<file path="config.mk">
export PLATFORM = sky130hd
export DESIGN_NAME = rd53_lbnl_fe_control_flat
export DESIGN_NICKNAME = d
export VERILOG_FILES = /design/src/rtl/rd53_lbnl_fe_pkg.sv /design/src/rtl/rd53_lbnl_fe_control_if.sv /design/src/rtl/rd53_lbnl_disc_sync.sv /design/src/rtl/rd53_lbnl_fe_control.sv /design/src/flat_wrapper.sv
export SDC_FILE = /design/constraint.sdc
export NUM_CORES = 1
export LEC_CHECK = 0
export ABC_AREA = 1
export BUFFER_PORTS_ARGS = -buffer_cell sky130_fd_sc_hd__buf_2
export CAP_MARGIN = 5
export CORE_MARGIN = 2
export CORE_UTILIZATION = 45
export CTS_BUF_LIST = sky130_fd_sc_hd__clkbuf_16
export CTS_CLUSTER_DIAMETER = 80
export DETAILED_ROUTE_END_ITERATION = 8
export MAX_ROUTING_LAYER = met4
export PLACE_DENSITY = 0.73
export SLEW_MARGIN = 25
export SYNTH_ARGS = -nofsm -noshare
export SYNTH_HDL_FRONTEND = slang
export SYNTH_HIERARCHICAL = 1
export SYNTH_SLANG_ARGS = --single-unit
</file>
<file path="constraint.sdc">
create_clock -name CLK -period 1.1 [get_ports CLK]
set_input_delay 0.055 -clock CLK [delete_from_list [all_inputs] [get_ports CLK]]
set_output_delay 0.055 -clock CLK [all_outputs]
set_load 0.05 [all_outputs]
</file>
<file path="src/rtl/rd53_lbnl_fe_pkg.sv">
// Shared definitions for the LBNL front-end pixel controller:
// cfg_data field layout, FSM state encoding and default ToT width.
package rd53_lbnl_fe_pkg;

  localparam int unsigned CFG_W         = 10;
  localparam int unsigned DTH1_LSB      = 0;
  localparam int unsigned DTH2_LSB      = 4;
  localparam int unsigned S0_BIT        = 8;
  localparam int unsigned S1_BIT        = 9;
  localparam int unsigned TOT_W_DEFAULT = 4;

  typedef enum logic [1:0] {
    IDLE,
    COUNT,
    HOLD
  } fe_state_t;

endpackage

</file>
<file path="src/rtl/rd53_lbnl_fe_control_if.sv">
// Hit word port between the pixel controller (master) and the
// pixel-region buffer (slave): valid/ready handshake plus ToT payload.
interface rd53_lbnl_fe_control_if
  import rd53_lbnl_fe_pkg::*;
#(
  parameter int unsigned TOT_W = TOT_W_DEFAULT
) ();

  logic             hit_valid;
  logic             hit_ready;
  logic [TOT_W-1:0] hit_tot;

  modport master (
    output hit_valid,
    output hit_tot,
    input  hit_ready
  );

  modport slave (
    input  hit_valid,
    input  hit_tot,
    output hit_ready
  );

endinterface

</file>
<file path="src/rtl/rd53_lbnl_disc_sync.sv">
// Synchronizer for the asynchronous, active-low discriminator output.
// Flops reset to 1 (outdis idle-high) so disc starts at 0; rise flags
// the first cycle of each synchronized pulse.
module rd53_lbnl_disc_sync #(
  parameter int unsigned SYNC_STAGES = 2
) (
  input  logic CLK,
  input  logic RST_B,
  input  logic outdis,
  output logic disc,
  output logic rise
);

  logic [SYNC_STAGES-1:0] sync_q;
  logic                   disc_q;

  // Shift outdis through the synchronizer and keep last disc for edge detection
  always_ff @(posedge CLK) begin
    if (!RST_B) begin
      sync_q <= '1;
      disc_q <= 1'b0;
    end else begin
      sync_q <= {sync_q[SYNC_STAGES-2:0], outdis};
      disc_q <= disc;
    end
  end

  assign disc = ~sync_q[SYNC_STAGES-1];
  assign rise = disc & ~disc_q;

endmodule

</file>
<file path="src/rtl/rd53_lbnl_fe_control.sv">
// Pixel-side controller for the LBNL analog front end.
// Holds AFE control registers (S0, S1, DTH1, DTH2), measures ToT of the
// synchronized discriminator pulse and offers each hit on a valid/ready
// port; pulses arriving while a hit is pending are counted as lost.
// Optional feature macro: RD53_LBNL_FE_HITOR_EN (registered fast-OR).
module rd53_lbnl_fe_control
  import rd53_lbnl_fe_pkg::*;
#(
  parameter int unsigned TOT_W       = TOT_W_DEFAULT,
  parameter int unsigned SYNC_STAGES = 2,
  parameter int unsigned LOST_W      = 8
) (
  input  logic                  CLK,
  input  logic                  RST_B,
  input  logic                  cfg_we,
  input  logic [CFG_W-1:0]      cfg_data,
  input  logic                  enable,
  output logic                  S0,
  output logic                  S1,
  output logic [3:0]            DTH1,
  output logic [3:0]            DTH2,
  input  logic                  outdis,
  rd53_lbnl_fe_control_if.master hit_if,
  output logic [LOST_W-1:0]     lost_cnt,
  input  logic                  lost_clr,
  output logic                  hitor
);

  localparam logic [TOT_W-1:0]  TOT_MAX  = '1;
  localparam logic [LOST_W-1:0] LOST_MAX = '1;

  logic             disc;
  logic             rise;
  fe_state_t        state_q, state_d;
  logic [TOT_W-1:0] tot_q, tot_d;
  logic [TOT_W-1:0] hit_tot_q, hit_tot_d;
  logic             hit_valid_q, hit_valid_d;
  logic             lost_inc;
  logic [LOST_W-1:0] lost_q;

  rd53_lbnl_disc_sync #(
    .SYNC_STAGES(SYNC_STAGES)
  ) u_disc_sync (
    .CLK   (CLK),
    .RST_B (RST_B),
    .outdis(outdis),
    .disc  (disc),
    .rise  (rise)
  );

  // AFE control registers, loaded as a whole on every config write
  always_ff @(posedge CLK) begin
    if (!RST_B) begin
      S0   <= 1'b0;
      S1   <= 1'b0;
      DTH1 <= 4'h0;
      DTH2 <= 4'h0;
    end else if (cfg_we) begin
      S0   <= cfg_data[S0_BIT];
      S1   <= cfg_data[S1_BIT];
      DTH1 <= cfg_data[DTH1_LSB +: 4];
      DTH2 <= cfg_data[DTH2_LSB +: 4];
    end
  end

  // FSM and ToT datapath registers
  always_ff @(posedge CLK) begin
    if (!RST_B) begin
      state_q     <= IDLE;
      tot_q       <= '0;
      hit_tot_q   <= '0;
      hit_valid_q <= 1'b0;
    end else begin
      state_q     <= state_d;
      tot_q       <= tot_d;
      hit_tot_q   <= hit_tot_d;
      hit_valid_q <= hit_valid_d;
    end
  end

  // Next state: start on a new enabled rise, count while disc, hold until handshake
  always_comb begin
    state_d     = state_q;
    tot_d       = tot_q;
    hit_tot_d   = hit_tot_q;
    hit_valid_d = hit_valid_q;
    lost_inc    = 1'b0;
    case (state_q)
      IDLE: begin
        if (rise && enable) begin
          state_d = COUNT;
          tot_d   = TOT_W'(1);
        end
      end
      COUNT: begin
        // masking aborts the measurement even on the pulse's final cycle
        if (!enable) begin
          state_d = IDLE;
          tot_d   = '0;
        end else if (disc) begin
          if (tot_q != TOT_MAX) tot_d = tot_q + TOT_W'(1);
        end else begin
          state_d     = HOLD;
          hit_tot_d   = tot_q;
          hit_valid_d = 1'b1;
        end
      end
      HOLD: begin
        if (rise && enable) lost_inc = 1'b1;
        if (hit_valid_q && hit_if.hit_ready) begin
          state_d     = IDLE;
          hit_valid_d = 1'b0;
        end
      end
      default: state_d = IDLE;
    endcase
  end

  // Saturating lost-hit counter; clear wins over a coincident increment
  always_ff @(posedge CLK) begin
    if (!RST_B) begin
      lost_q <= '0;
    end else if (lost_clr) begin
      lost_q <= '0;
    end else if (lost_inc && (lost_q != LOST_MAX)) begin
      lost_q <= lost_q + LOST_W'(1);
    end
  end

`ifdef RD53_LBNL_FE_HITOR_EN
  logic hitor_q;

  // Fast-OR follows the masked discriminator one cycle later, FSM-independent
  always_ff @(posedge CLK) begin
    if (!RST_B) hitor_q <= 1'b0;
    else        hitor_q <= disc & enable;
  end

  assign hitor = hitor_q;
`else
  assign hitor = 1'b0;
`endif

  assign hit_if.hit_valid = hit_valid_q;
  assign hit_if.hit_tot   = hit_tot_q;
  assign lost_cnt         = lost_q;

endmodule

</file>
<file path="src/flat_wrapper.sv">
// flat-port wrapper written by rule: the top's interface ports become plain ports
module rd53_lbnl_fe_control_flat import rd53_lbnl_fe_pkg::*;
#(
  parameter int unsigned TOT_W       = TOT_W_DEFAULT,
  parameter int unsigned SYNC_STAGES = 2,
  parameter int unsigned LOST_W      = 8
)
  (CLK, RST_B, cfg_we, cfg_data, enable, S0, S1, DTH1, DTH2, outdis, lost_cnt, lost_clr, hitor, hit_if_hit_valid, hit_if_hit_tot, hit_if_hit_ready);
  rd53_lbnl_fe_control_if #(.TOT_W(TOT_W)) hit_if_i ();
  input  logic CLK;
  input  logic RST_B;
  input  logic cfg_we;
  input  logic [CFG_W-1:0] cfg_data;
  input  logic enable;
  output logic S0;
  output logic S1;
  output logic [3:0] DTH1;
  output logic [3:0] DTH2;
  input  logic outdis;
  output logic [LOST_W-1:0] lost_cnt;
  input  logic lost_clr;
  output logic hitor;
  output wire logic [$bits(hit_if_i.hit_valid)-1:0] hit_if_hit_valid;
  output wire logic [$bits(hit_if_i.hit_tot)-1:0] hit_if_hit_tot;
  input wire logic [$bits(hit_if_i.hit_ready)-1:0] hit_if_hit_ready;
  assign hit_if_hit_valid = hit_if_i.hit_valid;
  assign hit_if_hit_tot = hit_if_i.hit_tot;
  assign hit_if_i.hit_ready = hit_if_hit_ready;
  rd53_lbnl_fe_control #(.TOT_W(TOT_W), .SYNC_STAGES(SYNC_STAGES), .LOST_W(LOST_W)) u_core (.CLK(CLK), .RST_B(RST_B), .cfg_we(cfg_we), .cfg_data(cfg_data), .enable(enable), .S0(S0), .S1(S1), .DTH1(DTH1), .DTH2(DTH2), .outdis(outdis), .hit_if(hit_if_i), .lost_cnt(lost_cnt), .lost_clr(lost_clr), .hitor(hitor));
endmodule
</file>
---- After elaboration in Yosys (flattened, before gate mapping) ----
Index checks and enable logic that the tools add are counted.
word-level totals
  register bits after elaboration ......... 32
  output and inout bits ................... 24
  input bits .............................. 17
cells by class
  add/subtract/negate cells ............... 2
  reduce and logical (&&, ||, !) cells .... 11
  bitwise gates (word level) .............. 4
  eq/ne operators ......................... 11
  multiplexer cells ....................... 16
operators with widths
  kind                                                   count
  2-to-1 mux 4 bit                                       4
  adder 8 x 1 -> 8 bit, second input constant            1
  2-to-1 mux 2 bit                                       4
  inequality test 8 bit, second input constant           1
  one-hot mux 4 bit (2 select lines)                     1
  AND reduction 4 bit                                    2
  inequality test 3 bit, second input constant           2
  one-hot mux 2 bit (3 select lines)                     1
  AND reduction 3 bit                                    2
  2-to-1 mux 1 bit                                       5
  adder 4 x 1 -> 4 bit, second input constant            1
  inequality test 2 x 1 -> 1 bit, second input constant  2
  inequality test 2 bit, second input constant           2
  inequality test 4 bit, second input constant           1
  nonzero test 2 bit                                     2
  logical AND 1 bit                                      3
  inequality test 3 x 2 -> 1 bit, second input constant  1
  inverter 1 bit                                         3
  equality test 2 x 1 -> 1 bit, second input constant    1
  equality test 2 bit, second input constant             1
  logical NOT 2 bit                                      1
  one-hot mux 1 bit (2 select lines)                     1
  OR reduction 2 bit                                     1
  AND 1 bit                                              1

---- Logic depth before layout (Yosys ltp) ----
Gate-level depths: netlist (run 1).
  depth in word-level cells ............... 6
  mapped depth ............................ 8
  depth with buffers taken out ............ 8

---- Modules after synthesis ----
Netlist (run 1), hierarchy kept.
by module, submodules not included
  module                sequential area each (µm²)  area each (µm²)  instances  cells each
  rd53_lbnl_fe_control  580.6                       1358.8           1          199
  rd53_lbnl_disc_sync   60.1                        92.6             1          11

---- Worst setup path after synthesis (run 1) ----
Ideal clock, no wire load.
  path kind ............................... reg-to-reg
  start ................................... register u_core.lost_q[0] (netlist: u_core/lost_cnt[0])
  end ..................................... register u_core.lost_q[0] (netlist: u_core/lost_cnt[0])
  stages on the path, launching flop included .. 9
  data required time ...................... 0.984 ns
  setup time .............................. 0.116 ns
  period minus slack after synthesis ...... 1.646 ns
  slack ................................... -0.546 ns
  data arrival time ....................... 1.530 ns
  cell sequence ........................... dfxtp_1 -> ha_1 -> nand2_1 -> nor2_2 -> nand2_2 -> nand2_4 -> inv_2 -> nor2_1 -> nor2_1
between the ends
  cells in the longest elaborated chain, start to end .. 2
  elaborated cells between the ends (all ways) .. 3
ends and longest elaborated chain
  element                                                                       RTL line                     RTL
  start, declared                                                               rd53_lbnl_fe_control.sv:39   logic [LOST_W-1:0] lost_q;
  start signal, assigned                                                        rd53_lbnl_fe_control.sv:126  lost_q <= lost_q + LOST_W'(1);
  parallel branches: the longest is 2 deep, another holds adder 8 x 1 -> 8 bit  --
Parallel ways; which one is timed is not known.
A chain may end at the register's enable or synchronous reset.

---- Worst setup path in the final report (run 1) ----
  start ................................... register u_core.state_q[1]
  end ..................................... register u_core.tot_q[0]
between the ends
  cells in the longest elaborated chain, start to end .. 3
  elaborated cells between the ends (all ways) .. 8
ends and longest elaborated chain
  element                                                                   RTL line                    RTL
  start, declared                                                           rd53_lbnl_fe_control.sv:34  fe_state_t state_q, state_d;
  start signal, assigned                                                    rd53_lbnl_fe_control.sv:74  state_q <= state_d;
  equality test 2 x 1 -> 1 bit / logical NOT 2 bit (equally long branches)  rd53_lbnl_fe_control.sv:88  case (state_q)
  inequality test 3 x 2 -> 1 bit (no line) (tied with other cells)          --
  AND reduction 4 bit (no line)                                             --
  end signal, assigned                                                      rd53_lbnl_fe_control.sv:75  tot_q <= tot_d;
  end, declared                                                             rd53_lbnl_fe_control.sv:35  logic [TOT_W-1:0] tot_q, tot_d;
Parallel ways exist; a longest one is shown, timed or not.

==> flow_metrics.env, run 1 <==
export IMPL_detail_route_antenna_nets=0
export IMPL_grt_max_degree=22
export IMPL_grt_pass1_vias=1487
export IMPL_synth_seq_area_share=0.441
export IMPL_drtIter0Drc=87
export IMPL_setup_violations_final=13
export IMPL_post_route_period_util=1.09
export IMPL_ctsLongestPathBuffers=2
export IMPL_die_w_um=60.8
export IMPL_layout_commonest_cell="nor2_1"
export IMPL_drive_above_1_share=0.457
export IMPL_htreeDepth=2
export IMPL_worstPathArrival_ns=1.37
export IMPL_worst_setup_hold_path_clk_slew_ns=0.05
export IMPL_dr_pass1_iters=5
export IMPL_crit_chain="inv_4, nand2_4, nor2_4, nand2_4, nand3_4, nand2_1, nand2_1, nor2_1"
export IMPL_nNetsFinal=300
export IMPL_vias=1587
export IMPL_area_growth_pct=57.7
export IMPL_startpoint_type="flop"
export IMPL_rsz0062_at_grt="true"
export IMPL_hold_ws_ns=0.00302
export IMPL_power_mw=3.05
export IMPL_diodes=0
export IMPL_core_area_um2=3050
export IMPL_finalNonFillerCells=326
export IMPL_netlist_area_um2=1450
export IMPL_synth_area_top_cells="dfxtp_1 (44%), nor2_1 (13%), nand2_1 (9.6%)"
export IMPL_period_needed_ns=1.20
export IMPL_die_h_um=60.8
export IMPL_ys_warn_count=6
export IMPL_num_rows=20
export IMPL_dp_cells=308
export IMPL_synth_cells=210
export IMPL_clockRootBuffer="clkbuf_16"
export IMPL_cts_made_buffers=5
export IMPL_fin_skew_ns=0.00419
export IMPL_max_stage_delay_ns=0.37
export IMPL_ir_drop_mv=1.48
export IMPL_cts_sinks=32
export IMPL_violations="setup timing"
export IMPL_drcViolationCount=0
export IMPL_dieArea_um2=3700
export IMPL_cellPowerDensity_nw_per_um2=1330
export IMPL_status="finished with violations"
export IMPL_finalMaxSlewViolations=0
export IMPL_synth_seq_cells=32
export IMPL_portBuffers=39
export IMPL_cp_max_fo=5
export IMPL_grt_pass1_wl_mm=5.89
export IMPL_syn_area_per_cell_um2=6.91
export IMPL_synth_nets=229
export IMPL_grt_total_usage=0.229
export IMPL_setup_ws_ns=-0.102
export IMPL_synthDominantCellAreaShare=0.441
export IMPL_avgViaCountPerCell=4.87
export IMPL_clock_fmax_mhz=832
export IMPL_start_util=0.475
export IMPL_ios=41
export IMPL_cts_tree="done"
export IMPL_antenna_found_initial=0
export IMPL_cellLeakagePower_nw=1.10
export IMPL_maxCapViolCount=0
export IMPL_post_drt_wl_per_cell_um=11.9
export IMPL_hpwlAfterDp_mm=2.44
export IMPL_fin_setup_tns_ns=-0.710
export IMPL_critPathRequiredTime_ns=1.26
export IMPL_final_hold_viol_count=0
export IMPL_synth_top_area_cell="dfxtp_1"
export IMPL_drt_wl_total_mm=3.87
export IMPL_hold_class="input pin to flop"
export IMPL_cp_end_kind="flop"
export IMPL_worstSkewPairLatency_ns=0.28
export IMPL_final_util=0.750
export IMPL_critPathKind="flop to flop"
export IMPL_routabilityCongestion=0.803
export IMPL_gr_total_overflow=0
export IMPL_final_cell_mix="nor2_1 (43), buf_2 (39), nand2_1 (30), buf_4 (21)"
export IMPL_slowest_stage="dfxtp_4"
export IMPL_ys_types=22
-- critical path: cells and delay by family, from the launching register on --
kind          cells  cell delay [ns]
flops             1             0.37
buf+inv           1             0.08
simple gates      7             0.65
-- path summary, 6_finish.rpt --
check,cells after the start,end,slack [ns],startpoint
min reg2reg,2,u_core/u_disc_sync/sync_q[1]$_SDFF_PN1_,0.40,u_core/u_disc_sync/sync_q[0]$_SDFF_PN1_
max reg2reg,8,u_core/tot_q[0]$_SDFFE_PN0P_,-0.10,u_core/state_q[1]$_SDFFE_PN0P_
max,8,u_core/tot_q[0]$_SDFFE_PN0P_,-0.10,u_core/state_q[1]$_SDFFE_PN0P_
min,3,u_core/DTH2[1]$_SDFFE_PN0P_,0.003,cfg_data[5]
-- cell usage after synthesis (all sizes together) --
| master | instances |
|---|---|
| inv | 24 |
| a21oi | 11 |
| ha | 2 |
| a211oi | 1 |
| clkinv | 1 |
| dfxtp | 32 |
| conb | 1 |
| a22oi | 1 |
| buf | 2 |
| clkbuf | 2 |
| xor2 | 3 |
| nor2 | 58 |
| nand3 | 9 |
| o21ai | 18 |
| nand4 | 4 |
| nand2 | 41 |
-- routing by layer --
| metal | wire [um] | global-route usage | part of all wire | vias to the layer above |
|---|---|---|---|---|
| li1 | - | - | - | 807 |
| met1 | 1640 | 0.226 | 0.42 | 717 |
| met2 | 1960 | 0.398 | 0.51 | 55 |
| met3 | 191 | 0.0746 | 0.049 | 8 |
| met4 | 79 | 0.121 | 0.020 | 0 |
| met5 | 0 | - | 0 | - |
-- metrics by stage --
step | cell area, um^2 | setup WS (ns)
after global placement | 1890 | -0.0901
after global routing | 2290 | -0.151
after floorplan | 1520 | -0.163
after detailed placement | 1890 | -0.115
final | 2290 | -0.102
after CTS | 2150 | -0.0782
-- registers in the layout, summed over array words and instances (netlist names) --
name / count
u_core/tot_q: 4
u_core/lost_cnt: 8
u_core/DTH2: 4
u_core/S1: 1
u_core/hit_if.hit_tot: 4
u_core/state_q: 2
u_core/DTH1: 4
u_core/u_disc_sync/disc_q: 1
u_core/hit_if.hit_valid: 1
u_core/S0: 1
u_core/u_disc_sync/sync_q: 2
-- layout make-up --
cell class	instances	area, um^2
clock buffers	5	125
clock inverters	3	13.8
fillers	238	764
inverters	25	106
multi-input cells	149	881
flip-flops and latches	32	671
well taps	44	55.1
repair buffers	68	437
-- repair_timing --
item / CTS / global route
pin swaps: 20 / 13
endpoints found under the hold margin: 5 / 0
setup endpoints to repair: 18 / 18
resized for setup: 21 / 34
setup buffers: 3 / 2
hold buffers: 5 / 0
gates cloned: 0 / 0
-- cell families after synthesis --
family          after synthesis  share of synthesized area
xor+xnor                      3                     0.0181
other cells                   1                    0.00258
flops                        32                      0.441
fa+ha+maj                     2                     0.0172
simple gates                112                      0.332
buf+inv                      29                     0.0784
compound gates               31                      0.110
-- report_power, final --
part	internal, mW	total, mW	switching (mW)
clock	0.819	1.30	0.476
combinational	0.176	0.500	0.324
sequential	1.21	1.25	0.0421
total	2.21	3.05	0.842
Note: power is estimated with default switching activity, not from simulation.
==> run 2: changes to the inputs <==
--- a/config.mk
+++ b/config.mk
@@ -5,7 +5,6 @@
 export SDC_FILE = /design/constraint.sdc
 export NUM_CORES = 1
 export LEC_CHECK = 0
-export ABC_AREA = 1
 export BUFFER_PORTS_ARGS = -buffer_cell sky130_fd_sc_hd__buf_2
 export CAP_MARGIN = 5
 export CORE_MARGIN = 2
@@ -15,6 +14,7 @@
 export DETAILED_ROUTE_END_ITERATION = 8
 export MAX_ROUTING_LAYER = met4
 export PLACE_DENSITY = 0.73
+export SKIP_LAST_GASP = 1
 export SLEW_MARGIN = 25
 export SYNTH_ARGS = -nofsm -noshare
 export SYNTH_HDL_FRONTEND = slang
==> run 2 against run 1 <==
  * The run still ends with setup timing left
  * Clock skew down 0.0029 ns
  * Sequential share of layout area up 3.1 points
  * Design area down 7.9%
  * Non-clock buffer count down 9
  * Flip-flop and latch count unchanged
  * Via count down 20%
  * Global-route usage down 2.7 points
  * Power down 6.4%
  * Die area up 0.49%
  * Worst hold slack better by 0.037 ns
  * Sequential power down 6%
  * Combinational power down 49%
  * Critical path type unchanged
  * Largest cell class unchanged
  * Highest routed layer unchanged
==> flow_metrics.env, run 2 <==
export IMPL_critPathKind="flop to flop"
export IMPL_worstHoldStart="cfg_data[9]"
export IMPL_syn_area_per_cell_um2=9.86
export IMPL_rsz0062_at_grt="true"
export IMPL_synth_edf_count=0
export IMPL_setup_violations_final=18
export IMPL_ys_types=40
export IMPL_netlist_area_um2=1460
export IMPL_antenna_found_initial=0
export IMPL_yosysMostFrequentCell="dfxtp_1"
export IMPL_final_seq_area_um2=682
export IMPL_avgViaCountPerCell=5.02
export IMPL_gr_total_overflow=0
export IMPL_slowest_stage="a311o_2"
export IMPL_cts_tree="done"
export IMPL_ys_warn_count=6
export IMPL_r2r_start="u_core/u_disc_sync/sync_q[1]$_SDFF_PN1_"
export IMPL_post_drt_wl_per_cell_um=13.0
export IMPL_ff2ff_setup_slack_ns=-0.21
export IMPL_drtIter0Drc=46
export IMPL_ctsLongestPathBuffers=2
export IMPL_vias=1266
export IMPL_period_needed_ns=1.31
export IMPL_synthDominantCellAreaShare=0.439
export IMPL_final_hold_viol_count=0
export IMPL_diodes=0
export IMPL_drcViolationCount=0
export IMPL_num_rows=20
export IMPL_hold_class="input pin to flop"
export IMPL_final_cell_mix="buf_2 (40), dfxtp_1 (19), buf_4 (17), mux2i_1 (12), nor2b_1 (12)"
export IMPL_cellPowerDensity_nw_per_um2=1350
export IMPL_die_h_um=60.9
export IMPL_cts_made_buffers=5
export IMPL_holdPathStages=3
export IMPL_synth_area_top_cells="dfxtp_1 (44%), mux2i_1 (8.2%), nor2b_1 (5.1%)"
export IMPL_ios=41
export IMPL_synth_async_reset_ratio=0
export IMPL_synth_top_area_cell="dfxtp_1"
export IMPL_regToRegEndpoint="u_core/tot_q[2]$_SDFFE_PN0P_"
export IMPL_hold_ws_ns=0.0402
export IMPL_worstPathArrival_ns=1.47
export IMPL_htreeDepth=2
export IMPL_detail_route_antenna_nets=0
export IMPL_finalNonFillerCells=252
export IMPL_worst_setup_hold_path_clk_slew_ns=0.05
export IMPL_max_stage_delay_ns=0.38
export IMPL_violations="setup timing"
export IMPL_grt_pass1_wl_mm=5.38
export IMPL_fillers=260
export IMPL_r2r_cells=4
export IMPL_worstSkewPairLatency_ns=0.27
export IMPL_status="finished with violations"
export IMPL_path_buf_inv=0
export IMPL_synth_cells=148
export IMPL_grt_total_usage=0.203
export IMPL_maxCapViolCount=0
export IMPL_synth_seq_area_share=0.439
export IMPL_hold_path_end="u_core/S1$_SDFFE_PN0P_"
export IMPL_post_route_period_util=1.19
export IMPL_dp_cells=236
export IMPL_ys_dominant_reg_cell="dfxtp_1"
export IMPL_crit_chain="nor2_4, a21oi_2, a311o_2, o221a_2"
export IMPL_dieArea_um2=3710
export IMPL_cp_max_fo=8
export IMPL_multi_input_area_um2=845
export IMPL_cts_sinks=32
export IMPL_fin_skew_ns=0.00128
export IMPL_critPathRequiredTime_ns=1.26
export IMPL_clock_fmax_mhz=764
export IMPL_portBuffers=39
export IMPL_synth_nets=167
export IMPL_grt_pass1_vias=1221
export IMPL_largest_reg_flops=8
export IMPL_core_area_um2=3080
export IMPL_synth_common_cells="dfxtp_1 (32), nor2_1 (13), mux2i_1 (12), nor2b_1 (12), nand2_1 (7)"
export IMPL_cp_depth=4
export IMPL_hpwlAfterDp_mm=2.35
export IMPL_ir_drop_mv=0.888
export IMPL_die_w_um=60.9
export IMPL_routabilityCongestion=0.734
export IMPL_crit_family="compound AO/OA/AOI/OAI gates"
export IMPL_setup_ws_ns=-0.209
export IMPL_drt_wl_total_mm=3.27
export IMPL_cellLeakagePower_nw=0.936
export IMPL_cp_end_kind="flop"
export IMPL_layout_commonest_cell="buf_2"
export IMPL_finalMaxSlewViolations=0
export IMPL_clockRootBuffer="clkbuf_16"
export IMPL_area_growth_pct=44.4
export IMPL_synth_seq_cells=32
export IMPL_dr_pass1_iters=6
export IMPL_start_util=0.474
export IMPL_nNetsFinal=226
export IMPL_startpoint_type="flop"
export IMPL_drive_above_1_share=0.471
export IMPL_grt_max_degree=17
[run 2: cells by family after synthesis]
family	synth area share
xor gates and xnor gates	0.0360
muxes	0.0823
AOI/OAI and AO/OA	0.162
other	0.00257
DFF	0.439
adders and majority gates	0.0171
and+or+nand+nor	0.221
buffers and inverters	0.0394
[run 2: per-stage QoR]
stage / setup TNS [ns] / cell area (um^2) / setup slack, ns / util / power, mW
finish: -2.16 / 2110 / -0.209 / 0.685 / 2.85
global route: -3.88 / 2110 / -0.303 / 0.685 / 2.96
CTS: -2.28 / 2090 / -0.210 / 0.680 / 2.89
detailed placement: -2.87 / 1860 / -0.251 / 0.605 / 1.46
global placement: -2.35 / 1860 / -0.210 / 0.605 / 1.45
floorplan: -1.62 / 1570 / -0.169 / - / 1.39
[run 2: worst register-to-register path, delay by kind of cell, from the launching register on]
| family | cells | cell delay, ns |
|---|---|---|
| AOI/OAI and AO/OA | 3 | 0.74 |
| DFF | 1 | 0.34 |
| and+or+nand+nor | 1 | 0.12 |
[run 2: per-layer routing]
layer	part of all wire	wire [um]	GRT usage
met5	0	0	-
met4	0.030	97	0.112
met3	0.029	95	0.0384
met1	0.43	1410	0.220
met2	0.51	1660	0.346
[run 2: cell type report]
type,count,share of cell area
Clock inverter,2,0.00356
Multi-Input combinational cell,104,0.401
Tap cell,44,0.0261
Sequential cell,32,0.324
Clock buffer,6,0.0713
Timing Repair Buffer,59,0.166
Inverter,5,0.00891
[run 2: what timing repair did]
action | 4_1_cts | 5_1_grt
hold buffers | 1 | 0
setup endpoints to repair | 18 | 18
gates resized for setup | 12 | 1
pin swaps | 11 | 9
setup buffers | 5 | 2
hold endpoints to repair | 1 | 0
[run 2: how the worst max path moves through the flow]
| stage | from | end | slack (ns) |
|---|---|---|---|
| after global placement | u_core/u_disc_sync/disc_q$_SDFF_PN0_ | u_core/tot_q[3]$_SDFFE_PN0P_ | -0.21 |
| after floorplan | u_core/lost_cnt[6]$_SDFFE_PP0P_ | u_core/lost_cnt[4]$_SDFFE_PP0P_ | -0.17 |
| after global routing | u_core/u_disc_sync/disc_q$_SDFF_PN0_ | u_core/tot_q[0]$_SDFFE_PN0P_ | -0.30 |
| final | u_core/u_disc_sync/sync_q[1]$_SDFF_PN1_ | u_core/tot_q[2]$_SDFFE_PN0P_ | -0.21 |
| after detailed placement | u_core/u_disc_sync/sync_q[1]$_SDFF_PN1_ | u_core/tot_q[2]$_SDFFE_PN0P_ | -0.25 |
| after CTS | u_core/u_disc_sync/sync_q[1]$_SDFF_PN1_ | u_core/tot_q[2]$_SDFFE_PN0P_ | -0.21 |
[run 2: report_power, final]
part           total, mW  leakage [nW]  internal [mW]  switching [mW]
registers           1.18         0.269           1.17          0.0168
clock network       1.41        0.0771          0.958           0.455
logic              0.257         0.590         0.0942           0.163
==> run 3: changes to the inputs <==
--- a/config.mk
+++ b/config.mk
@@ -14,6 +14,7 @@
 export DETAILED_ROUTE_END_ITERATION = 8
 export MAX_ROUTING_LAYER = met4
 export PLACE_DENSITY = 0.73
+export SETUP_SLACK_MARGIN = 0.05
 export SKIP_LAST_GASP = 1
 export SLEW_MARGIN = 25
 export SYNTH_ARGS = -nofsm -noshare
==> run 3 against run 2 <==
  * The flow still finishes with violations (setup timing)
  * Sequential power barely moved
  * Flip-flop and latch count is the same
  * Clock skew increased by 0.0026 ns
  * Global-route usage up 0.34 points
  * Cell count rose by 0.40%
  * Largest power group unchanged
  * Critical path depth grew 1
  * Core utilization increased by 0.77 points
  * Sequential share of layout area fell by 0.36 points
  * Die area stayed put
  * Via count up 1.3%
==> flow_metrics.env, run 3 (same netlist as run 2, synthesis figures left out) <==
export IMPL_cts_tree="done"
export IMPL_r2r_cells=5
export IMPL_status="finished with violations"
export IMPL_final_area_um2=2130
export IMPL_hold_class="input pin to flop"
export IMPL_final_cell_mix="buf_2 (35), buf_4 (20), dfxtp_1 (19), mux2i_1 (12), nor2b_1 (12)"
export IMPL_internal_power_mw=2.08
export IMPL_violations="setup timing"
export IMPL_hpwlAfterDp_mm=2.39
export IMPL_gr_total_overflow=0
export IMPL_power_mw=2.72
export IMPL_period_needed_ns=1.34
export IMPL_switching_share=0.235
export IMPL_ff2ff_setup_slack_ns=-0.24
export IMPL_comb_power_share=0.095
export IMPL_post_drt_wl_per_cell_um=12.8
export IMPL_core_area_um2=3080
export IMPL_startpoint_type="flop"
export IMPL_htreeDepth=2
export IMPL_layout_commonest_cell="buf_2"
export IMPL_met3_usage=0.0640
export IMPL_final_hold_viol_count=0
export IMPL_dieArea_um2=3710
export IMPL_final_util=0.692
export IMPL_antenna_found_initial=0
export IMPL_cp_end_kind="flop"
export IMPL_cp_max_fo=8
export IMPL_p_switching_uw=641
export IMPL_worst_setup_hold_path_clk_slew_ns=0.05
export IMPL_grt_total_usage=0.206
export IMPL_dr_pass1_iters=4
export IMPL_drcViolationCount=0
export IMPL_portBuffers=39
export IMPL_fin_setup_tns_ns=-2.78
export IMPL_regToRegEndpoint="u_core/tot_q[1]$_SDFFE_PN0P_"
export IMPL_worstSkewPairLatency_ns=0.27
export IMPL_grt_max_degree=17
export IMPL_worstHoldStart="cfg_data[4]"
export IMPL_num_rows=20
export IMPL_setup_ws_ns=-0.237
export IMPL_crit_family="compound AO/OA/AOI/OAI gates"
export IMPL_avgViaCountPerCell=5.07
export IMPL_maxCapViolCount=0
export IMPL_worstPathArrival_ns=1.49
export IMPL_diodes=0
export IMPL_ctsLongestPathBuffers=2
export IMPL_final_seq_area_um2=682
export IMPL_detail_route_antenna_nets=0
export IMPL_placed_area_um2=1890
export IMPL_p_seq_frac=0.435
export IMPL_largest_reg_flops=8
export IMPL_critPathRequiredTime_ns=1.25
export IMPL_busiest_layer="met2"
export IMPL_post_route_period_util=1.22
export IMPL_multi_input_area_um2=860
export IMPL_grt_pass1_vias=1242
export IMPL_cts_made_buffers=5
export IMPL_use_met1=0.225
export IMPL_clock_fmax_mhz=748
export IMPL_ir_drop_mv=0.890
export IMPL_clockRootBuffer="clkbuf_16"
export IMPL_hold_path_end="u_core/DTH2[0]$_SDFFE_PN0P_"
export IMPL_slowest_stage="a311o_2"
export IMPL_fin_skew_ns=0.00389
export IMPL_drive_above_1_share=0.502
export IMPL_die_h_um=60.9
export IMPL_grt_pass1_wl_mm=5.41
export IMPL_fillers=249
export IMPL_cts_sinks=32
export IMPL_drt_wl_total_mm=3.24
export IMPL_global_route_usage_met2=0.352
export IMPL_setup_violations_final=18
export IMPL_rsz0062_at_grt="true"
export IMPL_ios=41
export IMPL_drtIter0Drc=28
export IMPL_cellLeakagePower_nw=0.937
export IMPL_crit_chain="nor2_4, a21oi_2, a311o_2, o211ai_1, o31ai_1"
export IMPL_r2r_start="u_core/u_disc_sync/sync_q[1]$_SDFF_PN1_"
export IMPL_finalMaxSlewViolations=0
export IMPL_max_stage_delay_ns=0.38
export IMPL_area_growth_pct=46.1
export IMPL_start_util=0.474
export IMPL_critPathKind="flop to flop"
export IMPL_cellPowerDensity_nw_per_um2=1280
export IMPL_path_buf_inv=0
export IMPL_die_w_um=60.9
export IMPL_pwr_share_clk=0.470
export IMPL_routabilityCongestion=0.722
export IMPL_vias=1282
export IMPL_holdPathStages=3
export IMPL_nNetsFinal=227
-- run 3: metal layers --
metal	up-vias	part of all wire
li1	646	-
met1	603	0.42
met2	28	0.52
met3	5	0.045
met4	0	0.013
met5	-	0
-- run 3: final cells by class --
cell class | instances | area share
Inverter | 5 | 0.00881
Tap cell | 44 | 0.0258
Timing Repair Buffer | 60 | 0.177
Clock inverter | 3 | 0.00646
Multi-Input combinational cell | 104 | 0.403
Clock buffer | 5 | 0.0587
Sequential cell | 32 | 0.320
-- run 3: power by group through the flow --
| stage | Clock (mW) | Sequential (mW) | Combinational, mW |
|---|---|---|---|
| detailed placement | 0 | 1.21 | 0.252 |
| floorplan | 0 | 1.29 | 0.101 |
| global route | 1.37 | 1.18 | 0.281 |
| CTS | 1.31 | 1.18 | 0.260 |
| global placement | 0 | 1.21 | 0.248 |
| finish | 1.28 | 1.18 | 0.258 |
-- run 3: worst max path at each step --
| stage | startpoint | end | slack [ns] | cells after the start |
|---|---|---|---|---|
| after floorplan | u_core/lost_cnt[6]$_SDFFE_PP0P_ | u_core/lost_cnt[4]$_SDFFE_PP0P_ | -0.17 | 4 |
| after detailed placement | u_core/u_disc_sync/sync_q[1]$_SDFF_PN1_ | u_core/tot_q[1]$_SDFFE_PN0P_ | -0.25 | 5 |
| final | u_core/u_disc_sync/sync_q[1]$_SDFF_PN1_ | u_core/tot_q[1]$_SDFFE_PN0P_ | -0.24 | 5 |
| after global placement | u_core/u_disc_sync/disc_q$_SDFF_PN0_ | u_core/tot_q[3]$_SDFFE_PN0P_ | -0.21 | 4 |
| after global routing | u_core/u_disc_sync/sync_q[1]$_SDFF_PN1_ | u_core/tot_q[0]$_SDFFE_PN0P_ | -0.32 | 5 |
| after CTS | u_core/u_disc_sync/sync_q[1]$_SDFF_PN1_ | u_core/tot_q[1]$_SDFFE_PN0P_ | -0.26 | 5 |
-- run 3: what timing repair did --
| item | 4_1_cts | 5_1_grt |
|---|---|---|
| setup endpoints to repair | 22 | 20 |
| resized for setup | 20 | 7 |
| setup buffers | 3 | 2 |
| hold buffers | 1 | 0 |
| endpoints found under the hold margin | 1 | 0 |
| gates cloned | 0 | 0 |
| pin swaps | 6 | 5 |
-- run 3: tightest hold or removal path, cell delays in order --
cell     delay [ns]
buf_2          0.07
mux2i_1        0.05
nor2b_1        0.09
-- run 3: stage by stage --
step | hold WS (ns) | setup WS [ns] | instances
finish | 0.0414 | -0.237 | 253
global route | 0.0435 | -0.317 | 253
CTS | 0.0409 | -0.257 | 251
detailed placement | 0.243 | -0.251 | 239
global placement | 0.238 | -0.215 | 239
floorplan | 0.128 | -0.169 | 148
